==> src/rtl/ysyx_23060221_axi_arbiter_fsm.sv <==
// Two-master / one-slave AXI4 arbiter: one locked transaction at a time, all channels combinational once granted.
// Optional ARB_ROUND_ROBIN_EN: ties alternate on last_owner; otherwise m0 (IFU) wins ties.
module ysyx_23060221_axi_arbiter_fsm #(
    parameter int ADDR_W = 32,
    parameter int DATA_W = 64,
    parameter int ID_W   = 4
) (
    input  logic                clk,
    input  logic                rst_n,
    // master 0 (IFU)
    input  logic                m0_arvalid,
    input  logic [ADDR_W-1:0]   m0_araddr,
    input  logic [ID_W-1:0]     m0_arid,
    input  logic [7:0]          m0_arlen,
    input  logic [2:0]          m0_arsize,
    input  logic [1:0]          m0_arburst,
    output logic                m0_arready,
    output logic                m0_rvalid,
    output logic [DATA_W-1:0]   m0_rdata,
    output logic [1:0]          m0_rresp,
    output logic                m0_rlast,
    output logic [ID_W-1:0]     m0_rid,
    input  logic                m0_rready,
    input  logic                m0_awvalid,
    input  logic [ADDR_W-1:0]   m0_awaddr,
    input  logic [ID_W-1:0]     m0_awid,
    input  logic [7:0]          m0_awlen,
    input  logic [2:0]          m0_awsize,
    input  logic [1:0]          m0_awburst,
    output logic                m0_awready,
    input  logic                m0_wvalid,
    input  logic [DATA_W-1:0]   m0_wdata,
    input  logic [DATA_W/8-1:0] m0_wstrb,
    input  logic                m0_wlast,
    output logic                m0_wready,
    output logic                m0_bvalid,
    output logic [1:0]          m0_bresp,
    output logic [ID_W-1:0]     m0_bid,
    input  logic                m0_bready,
    // master 1 (EXU/LSU)
    input  logic                m1_arvalid,
    input  logic [ADDR_W-1:0]   m1_araddr,
    input  logic [ID_W-1:0]     m1_arid,
    input  logic [7:0]          m1_arlen,
    input  logic [2:0]          m1_arsize,
    input  logic [1:0]          m1_arburst,
    output logic                m1_arready,
    output logic                m1_rvalid,
    output logic [DATA_W-1:0]   m1_rdata,
    output logic [1:0]          m1_rresp,
    output logic                m1_rlast,
    output logic [ID_W-1:0]     m1_rid,
    input  logic                m1_rready,
    input  logic                m1_awvalid,
    input  logic [ADDR_W-1:0]   m1_awaddr,
    input  logic [ID_W-1:0]     m1_awid,
    input  logic [7:0]          m1_awlen,
    input  logic [2:0]          m1_awsize,
    input  logic [1:0]          m1_awburst,
    output logic                m1_awready,
    input  logic                m1_wvalid,
    input  logic [DATA_W-1:0]   m1_wdata,
    input  logic [DATA_W/8-1:0] m1_wstrb,
    input  logic                m1_wlast,
    output logic                m1_wready,
    output logic                m1_bvalid,
    output logic [1:0]          m1_bresp,
    output logic [ID_W-1:0]     m1_bid,
    input  logic                m1_bready,
    // slave port
    output logic                s_arvalid,
    output logic [ADDR_W-1:0]   s_araddr,
    output logic [ID_W-1:0]     s_arid,
    output logic [7:0]          s_arlen,
    output logic [2:0]          s_arsize,
    output logic [1:0]          s_arburst,
    input  logic                s_arready,
    input  logic                s_rvalid,
    input  logic [DATA_W-1:0]   s_rdata,
    input  logic [1:0]          s_rresp,
    input  logic                s_rlast,
    input  logic [ID_W-1:0]     s_rid,
    output logic                s_rready,
    output logic                s_awvalid,
    output logic [ADDR_W-1:0]   s_awaddr,
    output logic [ID_W-1:0]     s_awid,
    output logic [7:0]          s_awlen,
    output logic [2:0]          s_awsize,
    output logic [1:0]          s_awburst,
    input  logic                s_awready,
    output logic                s_wvalid,
    output logic [DATA_W-1:0]   s_wdata,
    output logic [DATA_W/8-1:0] s_wstrb,
    output logic                s_wlast,
    input  logic                s_wready,
    input  logic                s_bvalid,
    input  logic [1:0]          s_bresp,
    input  logic [ID_W-1:0]     s_bid,
    output logic                s_bready,
    output logic [1:0]          grant_o
);

    typedef enum logic [1:0] {IDLE, READ, WRITE} state_e;

    state_e state_q, state_d;
    logic   owner_q, owner_d;
    logic   last_owner_q, last_owner_d;
    logic   ar_done_q, ar_done_d;
    logic   aw_done_q, aw_done_d;
    logic   w_done_q, w_done_d;

    logic req0, req1, tie_winner, winner, win_ar;
    logic ar_hs, aw_hs, w_last_hs, r_last_hs, b_hs;

    // Request side of the current owner.
    logic                own_arvalid, own_rready, own_awvalid, own_wvalid, own_wlast, own_bready;
    logic [ADDR_W-1:0]   own_araddr, own_awaddr;
    logic [ID_W-1:0]     own_arid, own_awid;
    logic [7:0]          own_arlen, own_awlen;
    logic [2:0]          own_arsize, own_awsize;
    logic [1:0]          own_arburst, own_awburst;
    logic [DATA_W-1:0]   own_wdata;
    logic [DATA_W/8-1:0] own_wstrb;

    assign own_arvalid = owner_q ? m1_arvalid : m0_arvalid;
    assign own_araddr  = owner_q ? m1_araddr  : m0_araddr;
    assign own_arid    = owner_q ? m1_arid    : m0_arid;
    assign own_arlen   = owner_q ? m1_arlen   : m0_arlen;
    assign own_arsize  = owner_q ? m1_arsize  : m0_arsize;
    assign own_arburst = owner_q ? m1_arburst : m0_arburst;
    assign own_rready  = owner_q ? m1_rready  : m0_rready;
    assign own_awvalid = owner_q ? m1_awvalid : m0_awvalid;
    assign own_awaddr  = owner_q ? m1_awaddr  : m0_awaddr;
    assign own_awid    = owner_q ? m1_awid    : m0_awid;
    assign own_awlen   = owner_q ? m1_awlen   : m0_awlen;
    assign own_awsize  = owner_q ? m1_awsize  : m0_awsize;
    assign own_awburst = owner_q ? m1_awburst : m0_awburst;
    assign own_wvalid  = owner_q ? m1_wvalid  : m0_wvalid;
    assign own_wdata   = owner_q ? m1_wdata   : m0_wdata;
    assign own_wstrb   = owner_q ? m1_wstrb   : m0_wstrb;
    assign own_wlast   = owner_q ? m1_wlast   : m0_wlast;
    assign own_bready  = owner_q ? m1_bready  : m0_bready;

    assign req0 = m0_arvalid | m0_awvalid;
    assign req1 = m1_arvalid | m1_awvalid;

`ifdef ARB_ROUND_ROBIN_EN
    assign tie_winner = ~last_owner_q;
`else
    // last_owner is kept up to date in both builds; only the round-robin tie-break reads it.
    logic unused_last_owner;
    assign unused_last_owner = last_owner_q;
    assign tie_winner        = 1'b0;
`endif

    assign winner = (req0 & req1) ? tie_winner : req1;
    assign win_ar = winner ? m1_arvalid : m0_arvalid;

    assign ar_hs     = s_arvalid & s_arready;
    assign aw_hs     = s_awvalid & s_awready;
    assign w_last_hs = s_wvalid & s_wready & s_wlast;
    assign r_last_hs = s_rvalid & s_rready & s_rlast;
    assign b_hs      = s_bvalid & s_bready;

    always_ff @(posedge clk or negedge rst_n) begin
        if (!rst_n) begin
            state_q      <= IDLE;
            owner_q      <= 1'b0;
            last_owner_q <= 1'b1;
            ar_done_q    <= 1'b0;
            aw_done_q    <= 1'b0;
            w_done_q     <= 1'b0;
        end else begin
            state_q      <= state_d;
            owner_q      <= owner_d;
            last_owner_q <= last_owner_d;
            ar_done_q    <= ar_done_d;
            aw_done_q    <= aw_done_d;
            w_done_q     <= w_done_d;
        end
    end

    always_comb begin
        state_d      = state_q;
        owner_d      = owner_q;
        last_owner_d = last_owner_q;
        ar_done_d    = ar_done_q;
        aw_done_d    = aw_done_q;
        w_done_d     = w_done_q;
        case (state_q)
            IDLE: begin
                if (req0 | req1) begin
                    owner_d = winner;
                    state_d = win_ar ? READ : WRITE;
                end
            end
            READ: begin
                if (ar_hs) ar_done_d = 1'b1;
                if (r_last_hs) begin
                    state_d      = IDLE;
                    ar_done_d    = 1'b0;
                    last_owner_d = owner_q;
                end
            end
            WRITE: begin
                if (aw_hs)     aw_done_d = 1'b1;
                if (w_last_hs) w_done_d  = 1'b1;
                if (b_hs) begin
                    state_d      = IDLE;
                    aw_done_d    = 1'b0;
                    w_done_d     = 1'b0;
                    last_owner_d = owner_q;
                end
            end
            default: state_d = IDLE;
        endcase
    end

    // Everything is zero unless a transaction is locked; the non-owner always sees zeros.
    always_comb begin
        grant_o   = 2'b00;
        s_arvalid = 1'b0; s_araddr = '0; s_arid = '0; s_arlen = '0; s_arsize = '0; s_arburst = '0;
        s_rready  = 1'b0;
        s_awvalid = 1'b0; s_awaddr = '0; s_awid = '0; s_awlen = '0; s_awsize = '0; s_awburst = '0;
        s_wvalid  = 1'b0; s_wdata = '0; s_wstrb = '0; s_wlast = 1'b0;
        s_bready  = 1'b0;
        m0_arready = 1'b0; m0_rvalid = 1'b0; m0_rdata = '0; m0_rresp = '0; m0_rlast = 1'b0; m0_rid = '0;
        m0_awready = 1'b0; m0_wready = 1'b0; m0_bvalid = 1'b0; m0_bresp = '0; m0_bid = '0;
        m1_arready = 1'b0; m1_rvalid = 1'b0; m1_rdata = '0; m1_rresp = '0; m1_rlast = 1'b0; m1_rid = '0;
        m1_awready = 1'b0; m1_wready = 1'b0; m1_bvalid = 1'b0; m1_bresp = '0; m1_bid = '0;
        case (state_q)
            READ: begin
                grant_o   = {owner_q, ~owner_q};
                s_arvalid = own_arvalid & ~ar_done_q;
                s_araddr  = own_araddr;
                s_arid    = own_arid;
                s_arlen   = own_arlen;
                s_arsize  = own_arsize;
                s_arburst = own_arburst;
                s_rready  = own_rready;
                if (owner_q) begin
                    m1_arready = s_arready & ~ar_done_q;
                    m1_rvalid  = s_rvalid;
                    m1_rdata   = s_rdata;
                    m1_rresp   = s_rresp;
                    m1_rlast   = s_rlast;
                    m1_rid     = s_rid;
                end else begin
                    m0_arready = s_arready & ~ar_done_q;
                    m0_rvalid  = s_rvalid;
                    m0_rdata   = s_rdata;
                    m0_rresp   = s_rresp;
                    m0_rlast   = s_rlast;
                    m0_rid     = s_rid;
                end
            end
            WRITE: begin
                grant_o   = {owner_q, ~owner_q};
                s_awvalid = own_awvalid & ~aw_done_q;
                s_awaddr  = own_awaddr;
                s_awid    = own_awid;
                s_awlen   = own_awlen;
                s_awsize  = own_awsize;
                s_awburst = own_awburst;
                s_wvalid  = own_wvalid & ~w_done_q;
                s_wdata   = own_wdata;
                s_wstrb   = own_wstrb;
                s_wlast   = own_wlast;
                s_bready  = own_bready;
                if (owner_q) begin
                    m1_awready = s_awready & ~aw_done_q;
                    m1_wready  = s_wready & ~w_done_q;
                    m1_bvalid  = s_bvalid;
                    m1_bresp   = s_bresp;
                    m1_bid     = s_bid;
                end else begin
                    m0_awready = s_awready & ~aw_done_q;
                    m0_wready  = s_wready & ~w_done_q;
                    m0_bvalid  = s_bvalid;
                    m0_bresp   = s_bresp;
                    m0_bid     = s_bid;
                end
            end
            default: ;
        endcase
    end

endmodule
==> config.mk <==
export PLATFORM = sky130hd
export DESIGN_NAME = ysyx_23060221_axi_arbiter_fsm
export DESIGN_NICKNAME = d
export VERILOG_FILES = /design/src/rtl/ysyx_23060221_axi_arbiter_fsm.sv
export SDC_FILE = /design/constraint.sdc
export NUM_CORES = 1
export LEC_CHECK = 0
export ABC_AREA = 1
export BUFFER_PORTS_ARGS = -buffer_cell sky130_fd_sc_hd__buf_2
export CORE_AREA = 2 2 299 301
export CTS_CLUSTER_SIZE = 30
export DETAILED_ROUTE_END_ITERATION = 8
export DIE_AREA = 0 0 301 303
export PLACE_DENSITY_LB_ADDON = 0.1
export SETUP_SLACK_MARGIN = 0.3
export SYNTH_ARGS = -nofsm -noshare
export SYNTH_HDL_FRONTEND = slang
export SYNTH_SLANG_ARGS = --single-unit
==> constraint.sdc <==
create_clock -name clk -period 1.7 [get_ports clk]
set_input_delay 0.17 -clock clk [delete_from_list [all_inputs] [get_ports clk]]
set_output_delay 0.17 -clock clk [all_outputs]
set_load 0.01 [all_outputs]
After elaboration in Yosys (flattened, before gate mapping)
Index checks and enable logic that the tools add are counted.
{"block": "classes", "bitwise": 21, "reduce_logical": 10, "n_eq_ne": 5, "n_shift": 0, "magnitude_cmp": 0, "add_sub_neg": 0, "multipliers": 0, "muxes": 94, "div_mod_pow": 0}
{"cell": "two-way mux 64 bit", "n": 6}
{"cell": "two-way mux 32 bit", "n": 4}
{"cell": "two-way mux 4 bit", "n": 12}
{"cell": "two-way mux 8 bit", "n": 6}
{"cell": "two-way mux 1 bit", "n": 44}
{"cell": "two-way mux 2 bit", "n": 17}
{"cell": "bitwise AND 1 bit", "n": 14}
{"cell": "two-way mux 3 bit", "n": 4}
{"cell": "AND reduction 2 bit", "n": 4}
{"cell": "!= test 2 bit, second input constant", "n": 3}
{"cell": "case mux 2 bit (3 select lines)", "n": 1}
{"cell": "nonzero test 2 bit", "n": 3}
{"cell": "inverter 1 bit", "n": 4}
{"cell": "OR 1 bit", "n": 3}
{"cell": "AND reduction 3 bit", "n": 1}
{"cell": "== test 2 x 1 -> 1 bit, second input constant", "n": 1}
{"cell": "== test 2 bit, second input constant", "n": 1}
{"cell": "zero test 2 bit", "n": 1}
{"cell": "OR reduction 2 bit", "n": 1}
{"block": "word_totals", "output_inout_bits": 342, "rom_bits": 0, "ram_bits": 0, "register_bits": 6, "latchBits": 0, "memories": 0}

Logic depth before layout (Yosys ltp)
Gate-level depths: netlist of run 1.
{"block": "logic_depth", "ltp_word": 7, "mapped_depth": 9}

Worst setup path before layout of run 1
Ideal clock, no wire load.
{"block": "synth_path", "kind": "reg2out", "from": "register state_q[0]", "to": "output s_wdata[27]", "required_ps": 1530, "arrival_time_ps": 1416, "path_stages_with_launch": 7, "setup_slack_ps": 114, "path_cell_list": "dfrtp_1 -> inv_1 -> ha_1 -> inv_2 -> nor2_4 -> buf_1 -> a22o_1"}
{"block": "synth_between", "elab_chain_len": 2}
{"element": "start, declared", "line": "105", "source": "state_e state_q, state_d;"}
{"element": "start signal, assigned", "line": "174", "source": "state_q <= state_d;"}
{"element": "== test 2 bit", "line": "231", "source": "case (state_q)"}
{"element": "two-way mux 64 bit", "line": "231"}
{"element": "end, declared", "line": "92", "source": "output logic [DATA_W-1:0] s_wdata,"}
No other way between the ends.

Worst setup path after layout of run 1
{"block": "layout_path", "from": "register state_q[0]", "to": "output s_awid[2]"}
{"block": "layout_between", "elab_chain_len": 2}
{"element": "== test 2 bit", "line": "231"}
{"element": "two-way mux 4 bit", "line": "231"}
{"element": "end, declared", "line": "86", "source": "output logic [ID_W-1:0] s_awid,"}
No other way between the ends.

==> summary.md, run 1 <==
| Metric | Value |
|---|---|
| Status | `finished, violations left` |
| Failing checks | `negative setup slack` |
| DRT antenna net count | `0` |
| DR pass1 iterations | `4` |
| CP required | `1.53 ns` |
| Unrepaired setup endpoints after global routing | `true` |
| CP endpoint kind | `output pin` |
| Reg power frac | `2.0%` |
| Worst Tran Pin Value | `0.303 ns` |
| MaxCap Viol Count | `0` |
| Initial antenna violation count | `14` |
| Worst r2r dst | `state_q[0]$_DFFE_PN0P_` |
| Comb power frac | `95.0%` |
| Placed Cells | `2475` |
| Pin count of the biggest net entering global routing | `48` |
| Switch Pwr | `6.91 mW` |
| Layout cells sized above 1 | `75.6%` |
| Min-Delay Path Class | `primary input to flop` |
| Flop-to-flop setup slack | `0.06 ns` |
| Final Hold Vio Count | `0` |
| Relative slew slack | `79.6%` |
| Via count | `7465` |
| Maximum clock rate | `497 MHz` |
| CTS max path bufs | `2` |
| Int Power | `7.52 mW` |
| Switch share | `47.9%` |
| Site Rows | `109` |
| Area taken by flip-flops and latches | `151 um^2` |
| Crit path to | `s_awid[2]` |
| Final-report max-slew violation count | `0` |
| TritonCTS clock tree | `yes` |
| Inserted Clock Buffers | `3` |
| Pwr Density | `1190 nW/um^2` |
| Tmin final | `2.01 ns` |
| Distinct cells, synth | `22` |
| Routed vias/inst | `2.93` |
| Synth Net Count | `994` |
| Fillers | `10170` |
| Die Footprint | `91200 um^2` |
| Ys Warns | `0` |
| Post-Synthesis Cell Area | `3210 um^2` |
| Cell mode on critical path | `buf_12` |
| CP max stage delay | `0.43 ns` |
| IO Port Bufs | `777` |
| Multi-input logic area | `3490 um^2` |
| Crit path kind | `flop to output pin` |
| CP Max Fanout | `19` |
| Wirelength, routed | `43900 um` |
| Fin crit share | `118%` |
| CP Launch Point | `state_q[0]$_DFFE_PN0P_` |
| First-pass GRT wire length | `51800 um` |
| Clk_lat worst skew | `0.25 ns` |
| Drt drc | `0` |
| DRT iter0 DRCs | `402` |
| Crit-path cells | `inv_2 > ha_4 > inv_4 > nor2_4 > buf_12 > buf_12 > a22o_1 > buf_2` |
| Setup slack after layout | `-0.310 ns` |
| RR Startpoint | `state_q[1]$_DFFE_PN0P_` |
| GRT overflow | `0` |
| Starting density of the core | `3.65%` |
| Mean Syn Cell Area | `5.79 um^2` |
| GRT Overall Usage | `7.93%` |
| Core Footprint | `88000 um^2` |
| Synth-to-Final Area Change | `279%` |
| Cell Count, Final, Fillers Out | `2550` |
| Reg2Reg Depth | `13` |
| Die Span Y | `303 um` |
| Clk pin slew, worst setup/hold paths | `0.04 ns` |
| Final #Nets | `1820` |
| Critical-path top delay cell | `dfrtp_1` |
| Core Util, Final | `13.8%` |
| Clock sink count | `6` |
| Avg WL per Cell | `17.2 um` |
| IO Pins | `778` |
| Startpoint Class | `flop` |
| HPWL after DPL | `33900 um` |
| LEAKAGE | `6.33 nW` |
| Clock power share | `3.0%` |
| Maximum vdd drop | `0.652 mV` |
| Worst EP arrival | `1.84 ns` |
| Final-report setup violation count | `329` |
| Vias in the first global route | `6988` |
| Clock root cell | `clkbuf_16` |
| Mapped Cells | `555` |
| Clock Skew | `0.00819 ns` |
| Die span in x | `301 um` |
| H-tree levels | `1` |
| Final GP Congestion | `0.816` |
| Sequential share of the synthesized area | `4.67%` |
| FF+latch count, synth | `6` |
==> worst min path at each step <==
stage	start	cells past startpoint	slack, ns	end
detailed placement	rst_n	1	0.06	ar_done_q$_DFFE_PN0P_
global placement	rst_n	1	0.05	ar_done_q$_DFFE_PN0P_
CTS	s_awready	3	0.18	aw_done_q$_DFFE_PN0P_
global route	s_awready	3	0.20	aw_done_q$_DFFE_PN0P_
floorplan	rst_n	0	-0.13	ar_done_q$_DFFE_PN0P_
finish	s_awready	3	0.18	aw_done_q$_DFFE_PN0P_
==> metrics by stage <==
step / setup WS [ns] / setup TNS, ns / hold slack [ns] / total power [mW] / instance area (um^2)
after floorplan: 0.208 / 0 / -0.126 / 4.71 / 3390
after global placement: -0.0798 / -0.717 / 0.0531 / 8.93 / 8770
after detailed placement: -0.0721 / -0.496 / 0.0597 / 8.79 / 8770
after CTS: -0.298 / -59.67 / 0.183 / 11.7 / 9930
after global routing: -0.369 / -86.68 / 0.200 / 15.4 / 12200
final: -0.310 / -57.00 / 0.183 / 14.4 / 12200
==> cell families after synthesis <==
kind of cell,count (synthesis),share of synthesized area [%]
AND/OR/NAND/NOR,212,25.7
AO/OA/AOI/OAI,180,48.0
buffers and inverters,154,20.4
flip-flops,6,4.67
adder cells (fa/ha/maj),3,1.17
==> flip-flops by register name (all words and copies together), names as in the netlist <==
signal and cells:
ar_done_q 1, aw_done_q 1, owner_q 1, state_q 2, w_done_q 1
==> cells in the final DEF, fill, tap and decap left out, types with 2 or more instances in the layout <==
| cell | Yosys | final |
|---|---|---|
| clkbuf_16 | 0 | 15 |
| nand3_2 | 0 | 2 |
| buf_16 | 0 | 19 |
| nand3_4 | 0 | 2 |
| buf_4 | 2 | 29 |
| a21oi_1 | 7 | 5 |
| buf_8 | 0 | 8 |
| nor2_4 | 1 | 114 |
| nand2_1 | 28 | 21 |
| inv_1 | 97 | 92 |
| ha_4 | 0 | 2 |
| inv_2 | 4 | 5 |
| buf_2 | 44 | 626 |
| nand2_4 | 1 | 4 |
| dfrtp_1 | 6 | 5 |
| a22o_4 | 0 | 4 |
| nand2_8 | 0 | 2 |
| nor2_1 | 172 | 40 |
| nand2_2 | 1 | 3 |
| diode_2 | 0 | 6 |
| a22o_1 | 170 | 166 |
| buf_6 | 2 | 151 |
| buf_12 | 0 | 28 |
| nor2_2 | 0 | 19 |
| nand3_1 | 7 | 3 |
==> critical path: cells and delay by family (launching register included) <==
kind	cells	cell delay [ns]
AO/OA/AOI/OAI	1	0.20
adder cells (fa/ha/maj)	1	0.18
buffers and inverters	5	0.67
flip-flops	1	0.43
AND/OR/NAND/NOR	1	0.09
==> cells in the mapped netlist, drive strengths merged <==
library cell / n / area share (%)
nand2: 30 / 3.8
nand3: 7 / 1.1
dfrtp: 6 / 4.7
o22ai: 1 / 0.19
nor3: 1 / 0.16
and2: 1 / 0.19
inv: 101 / 12
buf: 49 / 8.1
clkbuf: 4 / 0.47
nor2: 173 / 20
a22o: 170 / 46
a21boi: 1 / 0.23
a21oi: 7 / 1.1
o21ai: 1 / 0.16
ha: 3 / 1.2
==> per-layer routing <==
| metal | track usage, % | routed length [um] | vias up |
|---|---|---|---|
| met5 | 0 | 72 | - |
| met4 | 2.11 | 1190 | 12 |
| met3 | 2.43 | 3490 | 49 |
| met2 | 15.0 | 23400 | 403 |
| met1 | 8.43 | 15800 | 3448 |
| li1 | - | - | 3553 |
==> layout make-up <==
type | instances | area share, %
Clock buffer | 3 | 0.617
Multi-Input combinational cell | 395 | 28.7
Tap cell | 1165 | 12.0
Sequential cell | 6 | 1.24
Antenna cell | 6 | 0.123
Inverter | 101 | 3.33
Timing Repair Buffer | 874 | 54.0
==> power by group through the flow <==
stage	logic [mW]	clock network (mW)	registers, mW
final	13.7	0.428	0.296
after global routing	14.6	0.470	0.314
after CTS	10.9	0.460	0.312
after detailed placement	8.49	0	0.300
after global placement	8.62	0	0.302
after floorplan	4.46	0	0.257
==> repair_timing <==
action                                  4_1_cts  5_1_grt
resized for setup                           116      387
cloned                                       14       18
hold buffers                                  1        0
pin swaps                                    21        9
hold endpoints to repair                      6        0
buffers inserted                             17       16
endpoints found under the setup margin      347      347
Power figures use the tool's default switching activity.
==> run 2, diff against run 1 <==
--- a/config.mk
+++ b/config.mk
@@ -7,10 +7,10 @@
 export LEC_CHECK = 0
 export ABC_AREA = 1
 export BUFFER_PORTS_ARGS = -buffer_cell sky130_fd_sc_hd__buf_2
-export CORE_AREA = 2 2 299 301
+export CORE_AREA = 2 2 304 306
 export CTS_CLUSTER_SIZE = 30
 export DETAILED_ROUTE_END_ITERATION = 8
-export DIE_AREA = 0 0 301 303
+export DIE_AREA = 0 0 306 308
 export PLACE_DENSITY_LB_ADDON = 0.1
 export SETUP_SLACK_MARGIN = 0.3
 export SYNTH_ARGS = -nofsm -noshare
==> constraint.sdc (replaced) <==
create_clock -name clk -period 2.6 [get_ports clk]
set_input_delay 0.26 -clock clk [delete_from_list [all_inputs] [get_ports clk]]
set_output_delay 0.26 -clock clk [all_outputs]
set_load 0.01 [all_outputs]
==> run 2 against run 1 <==
The flow now finishes without violations. Clock skew grew 0.012 ns. Non-clock buffer count is 68 lower. Routed wire length down 12%. Utilization fell by 4.1 points. Via count decreased by 7.0%. Clock-buffer cell count did not move. Critical endpoint is now s_wdata[25].
==> summary.md, run 2 (synthesized netlist as in run 1, its figures left out) <==
| Metric | Value |
|---|---|
| Maximum clock rate | `447 MHz` |
| CP max stage delay | `0.39 ns (was 0.43 ns)` |
| HPWL after DPL | `33800 um (was 33900 um)` |
| Buf/Inv on CP | `5 (unchanged)` |
| Startpoint Class | `flop (unchanged)` |
| Largest Register | `state_q (unchanged)` |
| DRT iter0 DRCs | `316 (was 402)` |
| Core Footprint | `91000 um^2 (was 88000 um^2)` |
| Site Rows | `111 (was 109)` |
| Max reg flops | `2 (unchanged)` |
| Worst Tran Pin Value | `0.393 ns (was 0.303 ns)` |
| Min-Delay Path Class | `primary input to flop (unchanged)` |
| Inserted Clock Buffers | `3 (unchanged)` |
| TritonCTS clock tree | `yes (unchanged)` |
| Via count | `6940 (was 7465)` |
| Most frequent cells in the layout | `777 x buf_2, 172 x nor2_1, 170 x a22o_1 (was 626 x buf_2, 166 x a22o_1, 151 x buf_6)` |
| Unrepaired setup endpoints after global routing | `true (unchanged)` |
| Pin count of the biggest net entering global routing | `51 (was 48)` |
| CP Max Fanout | `41 (was 19)` |
| Fillers | `10804 (was 10170)` |
| Critical-path top delay cell | `dfrtp_1 (unchanged)` |
| Vias in the first global route | `6605 (was 6988)` |
| Clock root cell | `clkbuf_16 (unchanged)` |
| Status | `finished clean (was finished, violations left)` |
| Initial antenna violation count | `10 (was 14)` |
| Die span in x | `306 um (was 301 um)` |
| IO Port Bufs | `777 (unchanged)` |
| Die Span Y | `308 um (was 303 um)` |
| Final GP Congestion | `0.884 (was 0.816)` |
| Wirelength, routed | `38600 um (was 43900 um)` |
| DR pass1 iterations | `4 (unchanged)` |
| Fin crit share | `86.0%` |
| CP endpoint kind | `output pin (unchanged)` |
| Crit path max-delay family | `buffers and inverters (unchanged)` |
| Maximum vdd drop | `0.170 mV (was 0.652 mV)` |
| Crit-path cells | `inv_1 > ha_2 > inv_2 > nor2_4 > buf_12 > buf_12 > a22o_1 > buf_2 (was inv_2 > ha_4 > inv_4 > nor2_4 > buf_12 > buf_12 > a22o_1 > buf_2)` |
| MaxCap Viol Count | `0 (unchanged)` |
| Cell mode on critical path | `buf_12 (unchanged)` |
| GRT Overall Usage | `7.24% (was 7.93%)` |
| Commonest non-fill, non-tap cell in the layout | `buf_2 (unchanged)` |
| GRT overflow | `0 (unchanged)` |
| Setup TNS | `0 ns (was -57.00 ns)` |
| First-pass GRT wire length | `49700 um (was 51800 um)` |
| Tmin final | `2.24 ns` |
| Worst EP arrival | `1.98 ns (was 1.84 ns)` |
| Clock Skew | `0.0207 ns (was 0.00819 ns)` |
| Clock sink count | `6 (unchanged)` |
| IO Pins | `778 (unchanged)` |
| Clk pin slew, worst setup/hold paths | `0.06 ns (was 0.04 ns)` |
| Final Hold Vio Count | `0 (unchanged)` |
| CTS max path bufs | `2 (unchanged)` |
| Avg WL per Cell | `15.4 um (was 17.2 um)` |
| CP required | `2.34 ns (was 1.53 ns)` |
| Starting density of the core | `3.53% (was 3.65%)` |
| Final-report setup violation count | `0 (was 329)` |
| Die Footprint | `94200 um^2 (was 91200 um^2)` |
| Final-report max-slew violation count | `0 (unchanged)` |
| DRT antenna net count | `0 (unchanged)` |
| Drt drc | `0 (unchanged)` |
| Relative slew slack | `73.8% (was 79.6%)` |
| H-tree levels | `1 (unchanged)` |
| Clk_lat worst skew | `0.26 ns (was 0.25 ns)` |
| Final #Nets | `1752 (was 1820)` |
| LEAKAGE | `5.48 nW (was 6.33 nW)` |
| Core Util, Final | `9.70% (was 13.8%)` |
| Layout cells sized above 1 | `62.5% (was 75.6%)` |
| Crit path kind | `flop to output pin (unchanged)` |
| Routed vias/inst | `2.77 (was 2.93)` |
| Pwr Density | `670 nW/um^2 (was 1190 nW/um^2)` |
| Synth-to-Final Area Change | `175% (was 279%)` |
[run 2: cell count changes in the layout (fill, tap and decap cells not counted), sizes merged]
cell / delta
buf: -58
clkbuf: -10
clkinv: +1
diode: -1
inv: -1
[run 2: metal layers]
metal	track usage, %	vias to the layer above	wire [um]
met4	0.653	10	252
met1	9.23	3197	16400
li1	-	3394	-
met3	1.81	26	2410
met2	12.7	313	19600
met5	0	-	64
[run 2: path summary, 6_finish.rpt]
path / start / to / slack (ns) / cells after the start
worst max-delay path: state_q[0]$_DFFE_PN0P_ / s_wdata[25] / 0.36 / 8
worst min-delay path: s_arready / ar_done_q$_DFFE_PN0P_ / 0.28 / 3
worst max register to register: owner_q$_DFFE_PN0P_ / state_q[1]$_DFFE_PN0P_ / 0.70 / 9
worst min register to register: state_q[0]$_DFFE_PN0P_ / state_q[0]$_DFFE_PN0P_ / 0.51 / 2
max in group asynchronous: rst_n / w_done_q$_DFFE_PN0P_ / 1.95 / 2
min in group asynchronous: rst_n / ar_done_q$_DFFE_PN0P_ / 0.41 / 2
[run 2: cell type report]
class,count,area [um^2],share of cell area (%)
Clock buffer,3,75.1,0.851
Timing Repair Buffer,806,4290,48.6
Antenna cell,5,12.5,0.142
Inverter,101,390,4.42
Sequential cell,6,150,1.70
Tap cell,1186,1480,16.8
Multi-Input combinational cell,395,2420,27.5
[run 2: stage by stage]
step | instances | cell area [um^2] | power (mW) | hold slack, ns | setup WS [ns]
CTS | 2494 | 8720 | 5.89 | 0.279 | 0.302
global route | 2500 | 8820 | 6.41 | 0.291 | 0.251
finish | 2502 | 8830 | 5.91 | 0.282 | 0.364
floorplan | 555 | 3210 | 2.89 | -0.0356 | 0.924
detailed placement | 2489 | 8610 | 5.52 | 0.164 | 0.471
global placement | 2489 | 8610 | 5.60 | 0.164 | 0.525
[run 2: timing repair]
item                                   in CTS  in global routing
cloned                                      0                  2
setup endpoints to repair                 107                193
endpoints found under the hold margin       6                  0
setup buffers                               1                  1
pin swaps                                   1                  0
gates resized for setup                     1                  7
hold buffers                                1                  0
[run 2: report_power, final]
part | total, mW | switching [mW] | internal, mW
combinational | 5.44 | 3.17 | 2.27
clock | 0.292 | 0.0907 | 0.201
sequential | 0.180 | 0.0407 | 0.139
[run 2: tightest hold or removal path, delay by kind of cell]
kind                   cells  cell delay, ns
AOI/OAI and AO/OA          1            0.07
buffers and inverters      1            0.11
and+or+nand+nor            1            0.05
==> run 3, diff against run 2 <==
--- a/config.mk
+++ b/config.mk
@@ -12,6 +12,7 @@
 export DETAILED_ROUTE_END_ITERATION = 8
 export DIE_AREA = 0 0 306 308
 export PLACE_DENSITY_LB_ADDON = 0.1
+export RECOVER_POWER = 100
 export SETUP_SLACK_MARGIN = 0.3
 export SYNTH_ARGS = -nofsm -noshare
 export SYNTH_HDL_FRONTEND = slang
==> run 3 against run 2 <==
First-iteration DRC count down 12%. Non-clock buffer count unchanged. Sequential share of layout area up 0.089 points. Fmax down 4.2%. Routed wire length up 0.24%. Cell count about the same. Total power down 5.9%. Largest cell class unchanged. Register-to-register slack better by 0.02 ns.
==> summary.md, run 3 (synthesized netlist as in run 1, its figures left out) <==
| Metric | Value |
|---|---|
| Status | `finished clean (unchanged)` |
| Final-report max-slew violation count | `0 (unchanged)` |
| Clock Skew | `0.0191 ns (was 0.0207 ns)` |
| DRT iter0 DRCs | `279 (was 316)` |
| CP Depth | `9 (was 8)` |
| CP endpoint kind | `output pin (unchanged)` |
| Crit path max-delay family | `buffers and inverters (unchanged)` |
| Final #Nets | `1752 (unchanged)` |
| Met1 wire length | `16500 um (was 16400 um)` |
| CP max stage delay | `0.37 ns (was 0.39 ns)` |
| Clock sink count | `6 (unchanged)` |
| GRT Overall Usage | `7.24% (unchanged)` |
| Starting density of the core | `3.53% (unchanged)` |
| Top Layer Used | `met5 (unchanged)` |
| Maximum clock rate | `428 MHz (was 447 MHz)` |
| Vias in the first global route | `6605 (unchanged)` |
| Reg2Reg Depth | `9 (unchanged)` |
| RR Startpoint | `owner_q$_DFFE_PN0P_ (unchanged)` |
| Clk_lat worst skew | `0.26 ns (about the same)` |
| WL met3 | `2400 um (was 2410 um)` |
| Synth-to-Final Area Change | `161% (was 175%)` |
| Pwr Density | `663 nW/um^2 (was 670 nW/um^2)` |
| Inserted Clock Buffers | `3 (unchanged)` |
| MaxCap Viol Count | `0 (unchanged)` |
| Fin crit share | `89.8% (was 86.0%)` |
| Cell mode on critical path | `buf_12 (unchanged)` |
| HPWL after DPL | `33800 um (unchanged)` |
| Routed vias/inst | `2.79 (was 2.77)` |
| Placed cell area | `8610 um^2 (unchanged)` |
| Hold wc startpoint | `s_arready (unchanged)` |
| Site Rows | `111 (unchanged)` |
| Tmin final | `2.33 ns (was 2.24 ns)` |
| Critical-path top delay cell | `dfrtp_1 (unchanged)` |
| Clock root cell | `clkbuf_16 (unchanged)` |
| Via count | `6972 (was 6940)` |
| Design area | `8390 um^2 (was 8830 um^2)` |
| Avg WL per Cell | `15.5 um (was 15.4 um)` |
| H-tree levels | `1 (unchanged)` |
| Hold endpoint | `ar_done_q$_DFFE_PN0P_ (unchanged)` |
| Most frequent cells in the layout | `465 x buf_2, 314 x clkbuf_1, 172 x nor2_1 (was 777 x buf_2, 172 x nor2_1, 170 x a22o_1)` |
| Final-report setup violation count | `0 (unchanged)` |
| Largest Register | `state_q (unchanged)` |
| CP required | `2.34 ns (about the same)` |
| Layout cells sized above 1 | `38.1% (was 62.5%)` |
| Worst EP arrival | `2.07 ns (was 1.98 ns)` |
| Min-Delay Path Class | `primary input to flop (unchanged)` |
| Crit path kind | `flop to output pin (unchanged)` |
| CP Max Fanout | `13 (was 41)` |
| Die Span Y | `308 um (unchanged)` |
| DR pass1 iterations | `5 (was 4)` |
| Die Footprint | `94200 um^2 (unchanged)` |
| Tot Pwr | `5.56 mW (was 5.91 mW)` |
| Maximum vdd drop | `0.168 mV (was 0.170 mV)` |
| Worst Tran Pin Value | `0.634 ns (was 0.393 ns)` |
| First-pass GRT wire length | `49700 um (unchanged)` |
| Clk pin slew, worst setup/hold paths | `0.06 ns (about the same)` |
| Unrepaired setup endpoints after global routing | `true (unchanged)` |
| Commonest non-fill, non-tap cell in the layout | `buf_2 (unchanged)` |
| CTS max path bufs | `2 (unchanged)` |
| IO Pins | `778 (unchanged)` |
| DRT antenna net count | `0 (unchanged)` |
| LEAKAGE | `4.15 nW (was 5.48 nW)` |
| Final Hold Vio Count | `0 (unchanged)` |
| Pin count of the biggest net entering global routing | `51 (unchanged)` |
| Met2 wire length | `19500 um (was 19600 um)` |
| Startpoint Class | `flop (unchanged)` |
| Final GP Congestion | `0.884 (unchanged)` |
| Initial antenna violation count | `10 (unchanged)` |
| Max reg flops | `2 (unchanged)` |
| Hold Worst Slack | `0.287 ns (was 0.282 ns)` |
| IO Port Bufs | `777 (unchanged)` |
| TritonCTS clock tree | `yes (unchanged)` |
| Buf/Inv on CP | `6 (was 5)` |
| Relative slew slack | `57.7% (was 73.8%)` |
| Wirelength, routed | `38700 um (was 38600 um)` |
| Hold Path Stages | `3 (unchanged)` |
| Core Footprint | `91000 um^2 (unchanged)` |
| Die span in x | `306 um (unchanged)` |
| Worst r2r dst | `state_q[1]$_DFFE_PN0P_ (unchanged)` |
| GRT overflow | `0 (unchanged)` |
| Setup TNS | `0 ns (unchanged)` |
| Drt drc | `0 (unchanged)` |
| Flop-to-flop setup slack | `0.72 ns (was 0.70 ns)` |
| Crit-path cells | `inv_1 > ha_1 > buf_4 > nand2_1 > clkinvlp_2 > buf_12 > buf_12 > a22o_1 > clkbuf_1 (was inv_1 > ha_2 > inv_2 > nor2_4 > buf_12 > buf_12 > a22o_1 > buf_2)` |
## run 3: changes by cell type in the layout (fill, tap and decap cells not counted), sizes merged
cell,previous run,this run
clkbuf,5,319
buf,803,489
diode,5,6
## run 3: through the flow
| step | cells | utilization, % | worst slack (ns) |
|---|---|---|---|
| after CTS | 2494 | 9.58 | 0.302 |
| after floorplan | 555 | - | 0.924 |
| final | 2503 | 9.22 | 0.266 |
| after global placement | 2489 | 9.46 | 0.525 |
| after global routing | 2500 | 9.21 | 0.124 |
| after detailed placement | 2489 | 9.46 | 0.471 |
## run 3: what timing repair did
action,in CTS,in global routing
pin swaps,1,0
hold buffers,1,0
gates cloned,0,2
endpoints found under the hold margin,6,0
resized for setup,1,7
setup buffers,1,1
setup endpoints to repair,107,193
## run 3: worst min-delay path, stage by stage
cell,delay (ns)
buf_2,0.11
nand2_1,0.05
a21boi_0,0.07
## run 3: per-layer routing
layer,global-route usage (%),vias to the layer above
met5,0,-
met4,0.653,10
met3,1.81,30
met2,12.7,319
met1,9.23,3220
li1,-,3393
## run 3: cell type report
cell class / instances / area (um^2)
antenna: 6 / 15.0
tap: 1186 / 1480
clock buffer: 3 / 75.1
multi-input combinational: 395 / 2400
timing repair buffer: 806 / 3870
inverter: 101 / 388
sequential: 6 / 150
fill: 10945 / 82600
## run 3: power by group
part / total, mW / leakage, nW / switching, mW / internal (mW)
combinational: 5.09 / 4.04 / 3.19 / 1.90
clock: 0.294 / 0.0370 / 0.0927 / 0.201
sequential: 0.181 / 0.0733 / 0.0421 / 0.139
total: 5.56 / 4.15 / 3.33 / 2.24
## run 3: how the worst max path moves through the flow
stage,startpoint,to,slack [ns]
after global placement,state_q[0]$_DFFE_PN0P_,s_wdata[25],0.52
after CTS,state_q[0]$_DFFE_PN0P_,s_wstrb[2],0.30
after detailed placement,state_q[0]$_DFFE_PN0P_,s_wstrb[2],0.47
final,state_q[1]$_DFFE_PN0P_,s_araddr[13],0.27
after floorplan,state_q[0]$_DFFE_PN0P_,s_wdata[27],0.92
after global routing,state_q[1]$_DFFE_PN0P_,s_araddr[30],0.12
